## config.mk

```make
export PLATFORM = sky130hd
export DESIGN_NAME = imem_loader_flat
export DESIGN_NICKNAME = d
export VERILOG_FILES = /design/src/rtl/imem_loader_pkg.sv /design/src/rtl/imem_loader_if.sv /design/src/rtl/imem_loader.sv /design/src/flat_wrapper.sv
export SDC_FILE = /design/constraint.sdc
export NUM_CORES = 1
export LEC_CHECK = 0
export CAP_MARGIN = 25
export CELL_PAD_IN_SITES_DETAIL_PLACEMENT = 0
export CELL_PAD_IN_SITES_GLOBAL_PLACEMENT = 1
export CORE_ASPECT_RATIO = 1.1
export CORE_MARGIN = 5
export CORE_UTILIZATION = 39
export CTS_CLUSTER_SIZE = 24
export DETAILED_ROUTE_END_ITERATION = 7
export MAX_ROUTING_LAYER = met4
export PLACE_DENSITY = 0.93
export SYNTH_ARGS = -nofsm -noshare
export SYNTH_HDL_FRONTEND = slang
export SYNTH_SLANG_ARGS = --single-unit
```

## constraint.sdc

```tcl
create_clock -name clk -period 6.35 [get_ports clk]
set_input_delay 1.27 -clock clk [delete_from_list [all_inputs] [get_ports clk]]
set_output_delay 1.27 -clock clk [all_outputs]
set_load 0.05 [all_outputs]
```

## src/rtl/imem_loader_pkg.sv

```systemverilog
`default_nettype none
// ============================================================================
// Module      : imem_loader_pkg
// Description : Shared definitions for the Y86 memory subsystem: instruction
//               memory depth, address width, loader state encoding and the
//               loader error cause codes.
// Revision    : 1.0 - initial release
// ============================================================================
package imem_loader_pkg;

    // One depth constant shared by the instruction memory and its loader.
    localparam int IMEM_BYTES = 132;

    // Byte address width; matches the PC width.
    localparam int ADDR_W = 64;

    // Loader error cause codes.
    localparam logic [1:0] ERR_NONE = 2'd0;
    localparam logic [1:0] ERR_OVF  = 2'd1;
    localparam logic [1:0] ERR_CSUM = 2'd2;

    typedef enum logic [2:0] {
        S_IDLE   = 3'd0,
        S_LEN_LO = 3'd1,
        S_LEN_HI = 3'd2,
        S_DATA   = 3'd3,
        S_CSUM   = 3'd4,
        S_DONE   = 3'd5,
        S_ERROR  = 3'd6
    } ld_state_t;

endpackage : imem_loader_pkg
`default_nettype wire

```

## src/rtl/imem_loader_if.sv

```systemverilog
`default_nettype none
// ============================================================================
// Module      : imem_loader_if
// Description : Bundle between the boot/test byte source, the loader and the
//               instruction memory write port.
//   start      : one-cycle load request
//   in_valid   : source byte valid       in_data  : source byte
//   in_ready   : loader accepts a byte
//   wr_en/wr_addr/wr_data : byte-wide memory write port
//   busy       : load in progress (fetch held)
//   done/load_error/err_code : sticky load status
//   byte_count : payload bytes written in current/last load
//   Modports: slave = loader view, master = source/harness view.
// Revision    : 1.0 - initial release
// ============================================================================
interface imem_loader_if;
    import imem_loader_pkg::*;

    logic              start;
    logic              in_valid;
    logic [7:0]        in_data;
    logic              in_ready;
    logic              wr_en;
    logic [ADDR_W-1:0] wr_addr;
    logic [7:0]        wr_data;
    logic              busy;
    logic              done;
    logic              load_error;
    logic [1:0]        err_code;
    logic [15:0]       byte_count;

    modport slave (
        input  start, in_valid, in_data,
        output in_ready, wr_en, wr_addr, wr_data,
               busy, done, load_error, err_code, byte_count
    );

    modport master (
        output start, in_valid, in_data,
        input  in_ready, wr_en, wr_addr, wr_data,
               busy, done, load_error, err_code, byte_count
    );

endinterface : imem_loader_if
`default_nettype wire

```

## src/rtl/imem_loader.sv

```systemverilog
`default_nettype none
// ============================================================================
// Module      : imem_loader
// Description : Instruction memory writer. Accepts a framed byte stream
//               (2-byte little-endian length L, L payload bytes, XOR checksum
//               of the payload) and issues one registered byte write per
//               payload byte. Holds the processor off via busy while loading
//               and reports sticky done / load_error with a cause code.
//   clk  : system clock, rising edge
//   rst  : synchronous active-high reset
//   bus  : imem_loader_if.slave (stream in, write port out, status out)
// Revision    : 1.0 - initial release
// ============================================================================
module imem_loader
    import imem_loader_pkg::*;
#(
    parameter int MEM_BYTES = IMEM_BYTES,
    parameter int BASE_ADDR = 0
) (
    input  wire logic      clk,
    input  wire logic      rst,
    imem_loader_if.slave   bus
);

    ld_state_t         r_state;
    logic [15:0]       r_len;
    logic [7:0]        r_acc;
    logic              r_in_ready;
    logic              r_busy;
    logic              r_wr_en;
    logic [ADDR_W-1:0] r_wr_addr;
    logic [7:0]        r_wr_data;
    logic              r_done;
    logic              r_load_error;
    logic [1:0]        r_err_code;
    logic [15:0]       r_byte_count;

    logic              w_xfer;
    logic [15:0]       w_len_new;
    logic [16:0]       w_len_end;

    assign w_xfer    = bus.in_valid && r_in_ready;
    // Length as it becomes once the high byte in flight is captured.
    assign w_len_new = {bus.in_data, r_len[7:0]};
    // 17-bit end address so a large length cannot wrap past the compare.
    assign w_len_end = 17'(BASE_ADDR) + {1'b0, w_len_new};

    // in_ready/busy are registered alongside the state so they are set on
    // every transition into or out of the streaming states.
    always_ff @(posedge clk) begin
        if (rst) begin
            r_state      <= S_IDLE;
            r_len        <= 16'd0;
            r_acc        <= 8'd0;
            r_in_ready   <= 1'b0;
            r_busy       <= 1'b0;
            r_wr_en      <= 1'b0;
            r_wr_addr    <= ADDR_W'(BASE_ADDR);
            r_wr_data    <= 8'd0;
            r_done       <= 1'b0;
            r_load_error <= 1'b0;
            r_err_code   <= ERR_NONE;
            r_byte_count <= 16'd0;
        end else begin
            r_wr_en <= 1'b0;
            case (r_state)
                S_IDLE, S_DONE, S_ERROR: begin
                    if (bus.start) begin
                        r_state      <= S_LEN_LO;
                        r_in_ready   <= 1'b1;
                        r_busy       <= 1'b1;
                        r_done       <= 1'b0;
                        r_load_error <= 1'b0;
                        r_err_code   <= ERR_NONE;
                        r_byte_count <= 16'd0;
                        r_acc        <= 8'd0;
                        r_wr_addr    <= ADDR_W'(BASE_ADDR);
                    end
                end
                S_LEN_LO: begin
                    if (w_xfer) begin
                        r_len[7:0] <= bus.in_data;
                        r_state    <= S_LEN_HI;
                    end
                end
                S_LEN_HI: begin
                    if (w_xfer) begin
                        r_len[15:8] <= bus.in_data;
                        if (w_len_end > 17'(MEM_BYTES)) begin
                            r_state      <= S_ERROR;
                            r_in_ready   <= 1'b0;
                            r_busy       <= 1'b0;
                            r_load_error <= 1'b1;
                            r_err_code   <= ERR_OVF;
                        end else if (w_len_new == 16'd0) begin
                            r_state <= S_CSUM;
                        end else begin
                            r_state <= S_DATA;
                        end
                    end
                end
                S_DATA: begin
                    if (w_xfer) begin
                        r_wr_en      <= 1'b1;
                        r_wr_data    <= bus.in_data;
                        r_wr_addr    <= ADDR_W'(BASE_ADDR) + ADDR_W'(r_byte_count);
                        r_byte_count <= r_byte_count + 16'd1;
                        r_acc        <= r_acc ^ bus.in_data;
                        if (r_byte_count + 16'd1 == r_len) begin
                            r_state <= S_CSUM;
                        end
                    end
                end
                S_CSUM: begin
                    if (w_xfer) begin
                        r_in_ready <= 1'b0;
                        r_busy     <= 1'b0;
                        if (bus.in_data == r_acc) begin
                            r_state <= S_DONE;
                            r_done  <= 1'b1;
                        end else begin
                            r_state      <= S_ERROR;
                            r_load_error <= 1'b1;
                            r_err_code   <= ERR_CSUM;
                        end
                    end
                end
                default: begin
                    r_state    <= S_IDLE;
                    r_in_ready <= 1'b0;
                    r_busy     <= 1'b0;
                end
            endcase
        end
    end

    assign bus.in_ready   = r_in_ready;
    assign bus.busy       = r_busy;
    assign bus.wr_en      = r_wr_en;
    assign bus.wr_addr    = r_wr_addr;
    assign bus.wr_data    = r_wr_data;
    assign bus.done       = r_done;
    assign bus.load_error = r_load_error;
    assign bus.err_code   = r_err_code;
    assign bus.byte_count = r_byte_count;

endmodule : imem_loader
`default_nettype wire
```

## src/flat_wrapper.sv

```systemverilog
// flat-port wrapper written by rule: the top's interface ports become plain ports
module imem_loader_flat import imem_loader_pkg::*;
#(
    parameter int MEM_BYTES = IMEM_BYTES,
    parameter int BASE_ADDR = 0
)
  (clk, rst, bus_start, bus_in_valid, bus_in_data, bus_in_ready, bus_wr_en, bus_wr_addr, bus_wr_data, bus_busy, bus_done, bus_load_error, bus_err_code, bus_byte_count);
  imem_loader_if bus_i ();
  input  wire logic clk;
  input  wire logic rst;
  input wire logic [$bits(bus_i.start)-1:0] bus_start;
  input wire logic [$bits(bus_i.in_valid)-1:0] bus_in_valid;
  input wire logic [$bits(bus_i.in_data)-1:0] bus_in_data;
  output wire logic [$bits(bus_i.in_ready)-1:0] bus_in_ready;
  output wire logic [$bits(bus_i.wr_en)-1:0] bus_wr_en;
  output wire logic [$bits(bus_i.wr_addr)-1:0] bus_wr_addr;
  output wire logic [$bits(bus_i.wr_data)-1:0] bus_wr_data;
  output wire logic [$bits(bus_i.busy)-1:0] bus_busy;
  output wire logic [$bits(bus_i.done)-1:0] bus_done;
  output wire logic [$bits(bus_i.load_error)-1:0] bus_load_error;
  output wire logic [$bits(bus_i.err_code)-1:0] bus_err_code;
  output wire logic [$bits(bus_i.byte_count)-1:0] bus_byte_count;
  assign bus_i.start = bus_start;
  assign bus_i.in_valid = bus_in_valid;
  assign bus_i.in_data = bus_in_data;
  assign bus_in_ready = bus_i.in_ready;
  assign bus_wr_en = bus_i.wr_en;
  assign bus_wr_addr = bus_i.wr_addr;
  assign bus_wr_data = bus_i.wr_data;
  assign bus_busy = bus_i.busy;
  assign bus_done = bus_i.done;
  assign bus_load_error = bus_i.load_error;
  assign bus_err_code = bus_i.err_code;
  assign bus_byte_count = bus_i.byte_count;
  imem_loader #(.MEM_BYTES(MEM_BYTES), .BASE_ADDR(BASE_ADDR)) u_core (.clk(clk), .rst(rst), .bus(bus_i));
endmodule
```

==> impl_metrics.json, run 1 <==
{
  "outcome": "complete, no violations",
  "postLayoutCoreUtil_pct": 46.0,
  "cts_buffers": 9,
  "grt_start_max_net_pins": 76,
  "crit_path_max_incr_delay_ns": 0.61,
  "cp-end-kind": "register",
  "setup_viol": 0,
  "min_path_type": "register to register",
  "core_area_mm2": 0.0109,
  "power.leakage_nw": 1.74,
  "hold_viol": 0,
  "port_buffers": 58,
  "synth_cells": 542,
  "grt_setup_unrepaired": "no",
  "power_density_mw_per_mm2": 283,
  "final.fill_count": 1102,
  "drive_gt1_share_pct": 8.26,
  "critPathSlowestCell": "a21oi_4",
  "maxSlewHeadroom_pct": 47.4,
  "cts_hold_buffers": 0,
  "postPlaceCellArea_mm2": 0.00469,
  "ant_nets": 0,
  "fin_tns_setup_ns": 0,
  "viasPerCell": 5.28,
  "clkSinkCount": 73,
  "yosysSeqAreaShare_pct": 34.0,
  "worstSetupPathType": "input port to register",
  "cts_resized": 0,
  "cp-start-kind": "input port",
  "dp_hpwl_um": 7330,
  "fp.dieH_um": 120,
  "yosysWarnings": 0,
  "wl_per_cell_um": 14.6,
  "grt_pass1_wl_um": 17300,
  "clkTransAtPathRegs_ns": 0.06,
  "holdWs_ns": 0.459,
  "fin_crit_ns": 3.17,
  "yosys-top-cells-area": "dfxtp_1 34%, buf_4 9.8%, a21oi_1 8.1%, nand2_1 5.7%, xnor2_1 3.7%",
  "final_area_mm2": 0.00500,
  "cts_tree": "yes",
  "max-clock-path-buffers": 2,
  "critPathBufInv": 2,
  "die-width_um": 110,
  "drv_slew": 0,
  "peakVddDrop_mv": 0.174,
  "drc": 0,
  "synth.distinct_cells": 70,
  "r2r_cells": 7,
  "root_buffer": "clkbuf_16",
  "synth_top_area_share_pct": 34.0,
  "io_pins": 107,
  "crit_fanout": 38,
  "cp_cell_sequence": "clkdlybuf4s50_1 -> and2_0 -> and3_1 -> buf_4 -> a21oi_4 -> a21oi_1 -> a211oi_2",
  "antenna_found_initial": 0,
  "htree_levels": 3,
  "critical_path_depth": 7,
  "fin_nets": 589,
  "start_util_pct": 39.6,
  "clk_latency_ns": 0.33,
  "die-area_mm2": 0.0132,
  "async_flop_share_pct": 0,
  "worstPathRequired_ns": 6.59,
  "antennaDiodeCount": 0,
  "via_count": 3844,
  "fmax_mhz": 316,
  "rows": 40,
  "fin_crit_sh_pct": 49.9,
  "worstHoldPathCells": 2,
  "finalWirelength_um": 10600,
  "min-delay-start": "u_core.bus.wr_data[7]",
  "r2r-start": "u_core.bus.byte_count[0]",
  "worst_slew_pin_slew_ns": 0.790,
  "cp-startpoint": "bus_in_valid",
  "drtPass1Iterations": 6,
  "arrival_ns": 3.41,
  "gp_congestion": 0.915,
  "synth_edf_count": 0,
  "fin_skew_ns": 0.00934,
  "path_delay_family": "compound AO/OA/AOI/OAI gates",
  "maxCapViolations": 0,
  "ys.flop_type": "dfxtp_1",
  "grt_usage_pct": 16.5,
  "grt_pass1_vias": 3631,
  "grt_overflow_total": 0,
  "cts_setup_buffers": 0,
  "area_growth_pct": 16.2,
  "synth_area_mm2": 0.00430,
  "synth_seq_cells": 73,
  "synth_area_per_cell_um2": 7.93,
  "yosysTopAreaCell": "dfxtp_1",
  "drt_iter0_markers": 289
}
-- cells in the mapped netlist (4+ instances only) --
master    count
inv_1         4
o21ai_1      16
or3_1         5
nand4_1      11
buf_2         8
nor4_1        4
mux2i_1       8
nand2_1      65
dfxtp_1      73
buf_6         4
clkbuf_1     15
a21oi_1      70
buf_4        56
xnor2_1      18
nor2_1       37
a21o_1        6
or2_2         9
o21ai_0      11
nor3_1        9
xor2_1        6
and3_1        4
a31oi_1       4
nand3_1      29
-- cells by family after synthesis --
group / after synthesis / share of synthesized area [%]
AND/OR/NAND/NOR: 208 / 25.7
AO/OA/AOI/OAI: 136 / 18.9
buffers and inverters: 90 / 13.8
flip-flops: 73 / 34.0
XOR/XNOR: 25 / 5.41
multiplexers: 8 / 1.86
adder cells (fa/ha/maj): 1 / 0.291
other: 1 / 0.0872
-- final cells by class --
| type | instances | area [um^2] | area share (%) |
|---|---|---|---|
| Clock buffer | 9 | 225 | 4.51 |
| Sequential cell | 73 | 1460 | 29.3 |
| Tap cell | 147 | 184 | 3.68 |
| Inverter | 5 | 18.8 | 0.376 |
| Clock inverter | 7 | 80.1 | 1.60 |
| Multi-Input combinational cell | 426 | 2430 | 48.6 |
| Timing Repair Buffer | 61 | 598 | 12.0 |
-- cell usage in the layout, fill, tap and decap left out, types with 3 or more instances in the layout --
cell,synthesis,routed
a211o_1,3,3
a21o_1,6,6
a21oi_1,70,70
a31oi_1,4,4
and2b_1,3,3
and3_1,4,4
buf_4,56,3
clkbuf_16,0,9
clkdlybuf4s50_1,0,57
clkinv_4,0,3
conb_1,1,48
dfxtp_1,73,73
inv_1,4,4
mux2i_1,8,8
nand2_1,65,65
nand3_1,29,28
nand3b_1,3,3
nand4_1,11,11
nor2_1,37,37
nor3_1,9,9
nor3_2,3,3
nor4_1,4,4
nor4_2,3,3
nor4b_1,3,3
o21ai_0,11,11
o21ai_1,16,16
or2_2,9,9
or3_1,5,5
xnor2_1,18,18
xor2_1,6,6
-- final timing paths --
path	end	slack, ns
min reg2reg	u_core.bus.wr_data[7]	0.46
min	u_core.bus.wr_data[7]	0.46
max	u_core.bus.byte_count[14]	3.18
max reg2reg	u_core.r_state[1]	3.84
-- power breakdown --
group	switching, W	leakage, nW	internal, W
Combinational	0.000270	1.01	0.000112
Clock	0.000205	0.148	0.000308
Sequential	0.0000430	0.589	0.000477
Total	0.000518	1.74	0.000897
-- per-layer routing --
metal / vias up / part of all wire (%) / GRT usage (%)
met2: 129 / 49 / 26.4
met3: 25 / 6.2 / 3.77
li1: 1886 / - / -
met1: 1804 / 42 / 20.2
met4: 0 / 2.4 / 6.31
met5: - / 0 / -
-- stage by stage --
step	total power, W	std cells	worst slack, ns
2_1_floorplan	0.000856	589	3.83
3_3_place_gp	0.000892	712	2.96
3_5_place_dp	0.000905	712	2.88
4_1_cts	0.00142	728	3.21
5_1_grt	0.00148	728	3.08
6_report	0.00142	728	3.18
-- worst reg2reg max path, delay by kind of cell (launching register included) --
kind | cells | cell delay (ns)
xor gates and xnor gates | 1 | 0.17
AOI/OAI and AO/OA | 2 | 0.26
adders and majority gates | 1 | 0.32
DFF | 1 | 0.52
and+or+nand+nor | 3 | 1.10
-- sequential cells by signal, indices dropped and copies added, names as in the netlist --
| register | cells |
|---|---|
| u_core.bus.load_error | 1 |
| u_core.bus.done | 1 |
| u_core.bus.err_code | 2 |
| u_core.r_acc | 8 |
| u_core.r_state | 3 |
| u_core.bus.wr_data | 8 |
| u_core.bus.in_ready | 1 |
| u_core.bus.wr_en | 1 |
| u_core.bus.byte_count | 16 |
| u_core.bus.wr_addr | 16 |
| u_core.r_len | 16 |
No activity file was read; power rests on OpenSTA's default activity.
==> run 2: changes to the inputs <==
--- a/config.mk
+++ b/config.mk
@@ -10,11 +10,11 @@
 export CELL_PAD_IN_SITES_GLOBAL_PLACEMENT = 1
 export CORE_ASPECT_RATIO = 1.1
 export CORE_MARGIN = 5
-export CORE_UTILIZATION = 39
+export CORE_UTILIZATION = 36
 export CTS_CLUSTER_SIZE = 24
 export DETAILED_ROUTE_END_ITERATION = 7
 export MAX_ROUTING_LAYER = met4
-export PLACE_DENSITY = 0.93
+export PLACE_DENSITY = 0.87
 export SYNTH_ARGS = -nofsm -noshare
 export SYNTH_HDL_FRONTEND = slang
 export SYNTH_SLANG_ARGS = --single-unit
==> constraint.sdc (replaced) <==
create_clock -name clk -period 3.2 [get_ports clk]
set_input_delay 0.64 -clock clk [delete_from_list [all_inputs] [get_ports clk]]
set_output_delay 0.64 -clock clk [all_outputs]
set_load 0.05 [all_outputs]
==> run 2 against run 1 <==
Clock power increased by 97%; sequential power increased by 98%; highest routed layer unchanged; wire length increased by 3.7%; clock skew decreased by 0.0031 ns; combinational power increased by 100%; first-iteration DRC count increased by 2.8%; critical path type is now register to register; count of clock-buffer cells in the layout increased by 1; critical path depth unchanged; die area increased by 7.6%; flip-flop and latch count unchanged; final area increased by 0.45%; non-clock buffer count increased by 2.
==> impl_metrics.json, run 2 (synthesis results as in run 1) <==
{
  "cp-startpoint": "u_core.bus.byte_count[0]",
  "antennaDiodeCount": 0,
  "crit_fanout": 9,
  "area_growth_pct": 16.7,
  "mostFrequentLayoutCells": "73 x dfxtp_1, 70 x a21oi_1, 65 x nand2_1",
  "postLayoutSetupSlackWorst_ns": 0.618,
  "die-area_mm2": 0.0142,
  "grt_pass1_wl_um": 18100,
  "grt_pass1_vias": 3670,
  "htree_levels": 3,
  "clkSinkCount": 73,
  "finalWirelength_um": 11000,
  "antenna_found_initial": 0,
  "final_common_cell": "dfxtp_1",
  "r2r-start": "u_core.bus.byte_count[0]",
  "grt_usage_pct": 15.7,
  "root_buffer": "clkbuf_16",
  "arrival_ns": 2.78,
  "fmax_mhz": 387,
  "grt_setup_unrepaired": "no",
  "fp.dieH_um": 125,
  "place_ws_ns": 0.416,
  "io_pins": 107,
  "setup_viol": 0,
  "dp_hpwl_um": 7830,
  "cts_resized": 0,
  "clk_latency_ns": 0.33,
  "cts_hold_buffers": 0,
  "worstPathRequired_ns": 3.40,
  "hold_viol": 0,
  "outcome": "complete, no violations",
  "port_buffers": 58,
  "fin_skew_ns": 0.00628,
  "drtPass1Iterations": 5,
  "cts_tree": "yes",
  "cts_setup_buffers": 0,
  "fin_crit_sh_pct": 80.7,
  "clkTransAtPathRegs_ns": 0.06,
  "viasPerCell": 5.21,
  "drc": 0,
  "start_util_pct": 37.1,
  "via_count": 3819,
  "fin_tns_setup_ns": 0,
  "cts_buffers": 9,
  "power.leakage_nw": 1.75,
  "cp-end-kind": "register",
  "max-clock-path-buffers": 2,
  "worst_slew_pin_slew_ns": 0.837,
  "power_density_mw_per_mm2": 560,
  "holdWs_ns": 0.459,
  "rows": 41,
  "drv_slew": 0,
  "cp-start-kind": "register",
  "min-delay-start": "u_core.bus.wr_data[7]",
  "drt_iter0_markers": 297,
  "min_path_type": "register to register",
  "die-width_um": 114,
  "fin_crit_ns": 2.58,
  "drive_gt1_share_pct": 8.40,
  "maxSlewHeadroom_pct": 43.8,
  "gp_congestion": 0.883,
  "grt_start_max_net_pins": 56,
  "worstSetupPathType": "register to register",
  "grt_overflow_total": 0,
  "maxCapViolations": 0,
  "peakVddDrop_mv": 0.367,
  "fin_nets": 591,
  "ant_nets": 0,
  "core_area_mm2": 0.0116,
  "wl_per_cell_um": 15.1
}
run 2: cell count changes in the layout (fill, tap and decap cells not counted), sizes merged:
| cell | change |
|---|---|
| clkinvlp | +1 |
| clkbuf | +1 |
| clkinv | -2 |
| buf | +2 |
run 2: worst paths after layout:
kind	to	slack, ns	cells past startpoint
worst min-delay path	u_core.bus.wr_data[7]	0.46	2
worst min register to register	u_core.bus.wr_data[7]	0.46	2
worst max-delay path	u_core.r_state[1]	0.62	7
worst max register to register	u_core.r_state[1]	0.62	7
run 2: metal layers:
layer / wire, um / share of wire, % / vias up / track usage, %
li1: - / - / 1884 / -
met1: 4900 / 44 / 1776 / 19.5
met2: 5330 / 48 / 143 / 25.7
met3: 605 / 5.5 / 16 / 2.48
met4: 203 / 1.8 / 0 / 5.52
met5: 0 / 0 / - / -
run 2: worst max-delay path: stages, from the launching register on:
cell	delay [ns]
dfxtp_1	0.52
ha_1	0.33
nand4_1	0.23
nor3_2	0.41
xnor2_1	0.16
o2111ai_1	0.14
nor4_2	0.52
o22ai_1	0.13
run 2: where the power goes:
part / internal, W / switching, W / total [W]
clock: 0.000607 / 0.000407 / 0.00101
combinational: 0.000223 / 0.000542 / 0.000766
sequential: 0.000947 / 0.0000844 / 0.00103
run 2: per-stage QoR:
| stage | util, % | std cells | power [W] | instance area [um^2] |
|---|---|---|---|---|
| after floorplan | - | 589 | 0.00170 | 4480 |
| after CTS | 43.3 | 733 | 0.00281 | 5020 |
| after global placement | 40.7 | 717 | 0.00178 | 4720 |
| final | 43.3 | 733 | 0.00281 | 5020 |
| after detailed placement | 40.7 | 717 | 0.00180 | 4720 |
| after global routing | 43.3 | 733 | 0.00293 | 5020 |
run 2: area by class of cell:
type,count,area (um^2)
Clock buffer,10,229
Clock inverter,6,67.6
Fill cell,1168,6580
Inverter,5,18.8
Multi-Input combinational cell,426,2430
Sequential cell,73,1460
Tap cell,150,188
Timing Repair Buffer,63,626
